$ cat src/rtl/m_rf_mp.sv
// Multi-port register file with a per-register busy scoreboard and a sticky halt flag.
// Define M_RF_MP_BYPASS_EN to forward same-cycle write data and busy-clears to the read ports.
module m_rf_mp #(
  parameter int XLEN     = 32,
  parameter int NREG     = 32,
  parameter int NRD      = 2,
  parameter int NWR      = 2,
  parameter int HALT_REG = 30
) (
  input  logic                          w_clk,
  input  logic                          w_rst_n,
  input  logic [NRD*$clog2(NREG)-1:0]   w_ra,
  output logic [NRD*XLEN-1:0]           w_rd,
  output logic [NRD-1:0]                w_rbusy,
  input  logic [NWR-1:0]                w_we,
  input  logic [NWR*$clog2(NREG)-1:0]   w_wa,
  input  logic [NWR*XLEN-1:0]           w_wd,
  input  logic                          w_bset,
  input  logic [$clog2(NREG)-1:0]       w_bset_a,
  output logic                          w_halt
);

  localparam int            AW       = $clog2(NREG);
  localparam logic [AW-1:0] HALT_IDX = AW'(HALT_REG);
  localparam bit            HALT_ON  = (HALT_REG != 0);

  logic [XLEN-1:0] mem_q [NREG];
  logic [XLEN-1:0] mem_d [NREG];
  logic [NREG-1:0] busy_q, busy_d;
  logic            halt_q, halt_d;
  logic [NWR-1:0]  wr_eff;
  logic [NREG-1:0] wr_hit;

  always_comb begin
    wr_eff = '0;
    wr_hit = '0;
    for (int j = 0; j < NWR; j++) begin
      wr_eff[j] = w_we[j] && (w_wa[j*AW +: AW] != '0) && !halt_q;
      if (wr_eff[j]) wr_hit[w_wa[j*AW +: AW]] = 1'b1;
    end
  end

  // Ascending port order lets the highest-numbered port win an address collision.
  always_comb begin
    for (int k = 0; k < NREG; k++) mem_d[k] = mem_q[k];
    for (int j = 0; j < NWR; j++) begin
      if (wr_eff[j]) mem_d[w_wa[j*AW +: AW]] = w_wd[j*XLEN +: XLEN];
    end
    mem_d[0] = '0;
  end

  // A new producer issued on the same edge as the old result lands keeps the register busy.
  always_comb begin
    busy_d = busy_q & ~wr_hit;
    if (w_bset && !halt_q && (w_bset_a != '0)) busy_d[w_bset_a] = 1'b1;
    busy_d[0] = 1'b0;
    halt_d = halt_q | (HALT_ON && wr_hit[HALT_IDX]);
  end

  always_ff @(posedge w_clk or negedge w_rst_n) begin
    if (!w_rst_n) begin
      for (int k = 0; k < NREG; k++) mem_q[k] <= '0;
      busy_q <= '0;
      halt_q <= 1'b0;
    end else begin
      for (int k = 0; k < NREG; k++) mem_q[k] <= mem_d[k];
      busy_q <= busy_d;
      halt_q <= halt_d;
    end
  end

  assign w_halt = halt_q;

  for (genvar i = 0; i < NRD; i++) begin : g_rd
    logic [AW-1:0]   ra;
    logic [XLEN-1:0] data;
    logic            busy;

    assign ra = w_ra[i*AW +: AW];

    always_comb begin
      data = mem_q[ra];
      busy = busy_q[ra];
`ifdef M_RF_MP_BYPASS_EN
      for (int j = 0; j < NWR; j++) begin
        if (wr_eff[j] && (w_wa[j*AW +: AW] == ra)) data = w_wd[j*XLEN +: XLEN];
      end
      busy = busy & ~wr_hit[ra];
`else
      busy = busy;
`endif
      if (ra == '0) begin
        data = '0;
        busy = 1'b0;
      end
    end

    assign w_rd[i*XLEN +: XLEN] = data;
    assign w_rbusy[i]           = busy;
  end

endmodule

$ cat config.mk
export PLATFORM = sky130hd
export DESIGN_NAME = m_rf_mp
export DESIGN_NICKNAME = d
export VERILOG_FILES = /design/src/rtl/m_rf_mp.sv
export SDC_FILE = /design/constraint.sdc
export NUM_CORES = 2
export LEC_CHECK = 0
export ABC_AREA = 1
export BUFFER_PORTS_ARGS = -buffer_cell sky130_fd_sc_hd__clkbuf_2
export CELL_PAD_IN_SITES_DETAIL_PLACEMENT = 0
export CELL_PAD_IN_SITES_GLOBAL_PLACEMENT = 1
export CORE_ASPECT_RATIO = 1.1
export CORE_MARGIN = 1
export CORE_UTILIZATION = 30
export CTS_BUF_LIST = sky130_fd_sc_hd__clkbuf_2
export DETAILED_ROUTE_END_ITERATION = 8
export GPL_ROUTABILITY_DRIVEN = 0
export PLACE_DENSITY_LB_ADDON = 0.1
export SYNTH_ARGS = -nofsm -noshare
export SYNTH_HDL_FRONTEND = slang
export SYNTH_SLANG_ARGS = --single-unit
$ cat constraint.sdc
create_clock -name w_clk -period 2.6 [get_ports w_clk]
set_input_delay 0.52 -clock w_clk [delete_from_list [all_inputs] [get_ports w_clk]]
set_output_delay 0.52 -clock w_clk [all_outputs]
set_load 0.01 [all_outputs]
==> results.md <==
- Flops & latches, synth: 1,024
- Failing checks: setup timing
- Layout cells sized above 1: 16.9%
- Via count: 92,000
- Clock Root Buffer: clkbuf_2
- Unrepaired setup endpoints after global routing: true
- Status: finished, violations left
- GR Overflow Total: 0
- Pint: 23.8 mW
- Initial antenna violation count: 37
- Register Area: 0.0256 mm2
- DRT antenna net count: 0
- Startpoint Class: flip-flop
- Net Count, Synth: 13,600
- Synth area leader: dfrtp_1
- Worst skew pair latency: 1.81 ns
- Final Cycle Share: 142%
- I/O pins: 161
- Critical path arrival: 3.18 ns
- Pins Over Slew Limit: 0
- Clock power frac: a little under two fifths
- Crit path max fanout: 2
- CP required: 2.08 ns
- Max VDD drop: 0.000304 V
- Worst Hold Margin: 0.159 ns
- Hold Fails Final Rpt: 0
- Area of the multi-input gates: 0.0429 mm2
- Finished Core Util: 38.6%
- I/O Buffers: 160
- Fmax: approximately 270 MHz
- Clk buf depth: 4
- Crit. End Element: primary output
- Largest net degree at the start of global routing: 78
- Wirelength, routed: approximately 470,000 um
- Global Route met3 Usage: between 6 and 7%
- FF-to-FF setup slack: 0.06 ns
- Initial cell density of the core: 30.3%
- Syn Area/Cell: between 5 and 6 um2
- Hold/Removal Path Class: input port to flip-flop
- Grt met1 use: 46.9%
- Area share of the largest cell type after synthesis: about a third
- DRC: 0
- Switch Pwr: 14.3 mW
- Synth warn: 0
- Leak: 55.1 nW
- Number of DRC markers in iteration 0: 11,300
- Yosys cell types: 25
- Final min period: 3.70 ns
- Most used routing layer: met2
- Sequential share of power: 42.6%
- Die H: 531 um
- GRT met2 Usage: 56.1%
- Slew @ Worst Pin: between 1 and 1.5 ns
- H-tree depth: 5
- Area contributors post-synth: dfrtp_1, nand2_1, nand3_1
- Core area: 0.252 mm2
- Comb power frac: 20.3%
- Vias in the first global route: 86,500
- WS Path Type: flip-flop to primary output
- Gate Count Post-Synth: 13,500
- Seq/Total Area, Yosys: 33.6%
- First-pass iteration count of the detailed router: 8
- Clk_skew: approximately 0.067 ns
- Switching Share: 37.5%
- Synth-to-layout area growth: 27.6%
- DP Wirelength: about 320,000 um
- Fillers: 27,500
- Mapped Area: roughly 0.076 mm2
- Final WS setup: -1.10 ns
- Total of max-cap violations: 0
- Avg WL per Cell: roughly 27 um
- Die ar.: 0.256 mm2
- Max-Slew Margin vs Limit: 25.9%
- Num Clock Sinks: 1,024
- First-pass GRT wire length: 659,000 um
- Final setup fails: 67
- CTS tree: yes
- Setup_tns: -64.25 ns
- Clock buffer count from CTS: 332
- Clk slew on worst S/H paths: around 0.090 ns
- Pwr dens: 392 mW/mm2
- Nets@finish: 14,200
- Row count: just under 200
- Final Power: 38.1 mW
- Via density: ~5.2
- Total Routing Usage GR: 36.1%
- Die width: 483 um
cell usage after synthesis (all sizes together):
cell and number:
inv 2031, nand2 6701, buf 346, o31ai 3, a21oi 173, clkinv 15, dfrtp 1024, nand4 19
o211ai 2, nor2 149, nand3 2111, nor3 8, clkbuf 600, o21ai 295
state kept, by name (all words and copies together), names as in the netlist:
signal and cells:
w_halt 1, busy_q 31, mem_q 992
cell usage in the layout (no fill, tap or decap), types with 63 or more instances in the layout:
cell type	count
nor2_1	102
nand3_1	1782
dfrtp_1	1008
buf_4	615
nand2_1	6417
dlygate4sd3_1	177
nand3_2	240
nand2_2	179
nand2_4	94
inv_1	1923
clkbuf_2	568
clkinv_1	63
a21oi_1	138
o21ai_0	241
nand3_4	89
buf_12	311
inv_2	108
per-layer routing:
metal  vias up  share of wire (%)
met4        14                6.8
met1     44100                 41
li1      41900                  -
met3      1225                8.6
met5         -              0.023
met2      4767                 44
through the flow:
| stage | instance area, um2 | std cells | worst slack [ns] |
|---|---|---|---|
| 2_1_floorplan | 76200 | 13500 | 0.214 |
| 3_3_place_gp | 87800 | 16800 | -0.431 |
| 3_5_place_dp | 87800 | 16800 | -0.468 |
| 4_1_cts | 95100 | 17600 | -1.27 |
| 5_1_grt | 97200 | 17700 | -1.26 |
| 6_report | 97200 | 17700 | -1.10 |
critical path, cell delays in order (launching register included):
cell and delay, ns:
dfrtp_1 0.39, inv_1 0.08, nand2_1 0.05, nand3_1 0.08, nand2_1 0.05, nand2_1 0.06, nand2_1 0.07, inv_1 0.10
nand2_2 0.11, nand2_2 0.13, nand2_8 0.11, buf_12 0.15
power groups by stage:
stage	Sequential [mW]	Combinational, mW	Clock (mW)
2_1_floorplan	16.5	2.65	0
3_3_place_gp	16.5	6.54	0
3_5_place_dp	16.5	6.55	0
4_1_cts	16.2	7.25	14.4
5_1_grt	16.2	8.03	15.2
6_report	16.2	7.74	14.1
final cells by class:
cell class / count / share of cell area [%]
multi-input combinational: 9461 / 44.1
sequential: 1024 / 26.4
timing repair buffer: 1277 / 14.4
inverter: 2046 / 7.95
tap: 3315 / 4.27
clock buffer: 469 / 2.41
clock inverter: 66 / 0.419
antenna: 17 / 0.0438
final timing paths:
path,startpoint,end,cells past startpoint
setup reg to reg,w_halt$_DFF_PN0_,mem_q[450]$_DFF_PN0_,10
hold / removal,w_wa[6],mem_q[948]$_DFF_PN0_,6
max in group asynchronous,w_rst_n,mem_q[926]$_DFF_PN0_,6
setup / recovery,mem_q[896]$_DFF_PN0_,w_rd[0],11
min in group asynchronous,w_rst_n,mem_q[434]$_DFF_PN0_,5
hold reg to reg,busy_q[11]$_DFF_PN0_,busy_q[11]$_DFF_PN0_,2
repair_timing:
action | CTS | global route
cloned | 0 | 2
pin swaps | 235 | 315
hold endpoints to repair | 2048 | 0
buffers inserted | 38 | 71
gates resized for setup | 606 | 454
setup endpoints to repair | 67 | 150
hold buffers | 183 | 0
kinds of logic (layout without fill, tap and decap cells):
| logic type | after synthesis | count (layout) | share of synthesized area [%] |
|---|---|---|---|
| flip-flops | 1024 | 1024 | 33.6 |
| other | 0 | 17 | 0 |
| buffers and inverters | 2992 | 3858 | 15.2 |
| AND/OR/NAND/NOR | 8988 | 8988 | 48.1 |
| AO/OA/AOI/OAI | 473 | 473 | 3.12 |
Power figures use the tool's default switching activity.
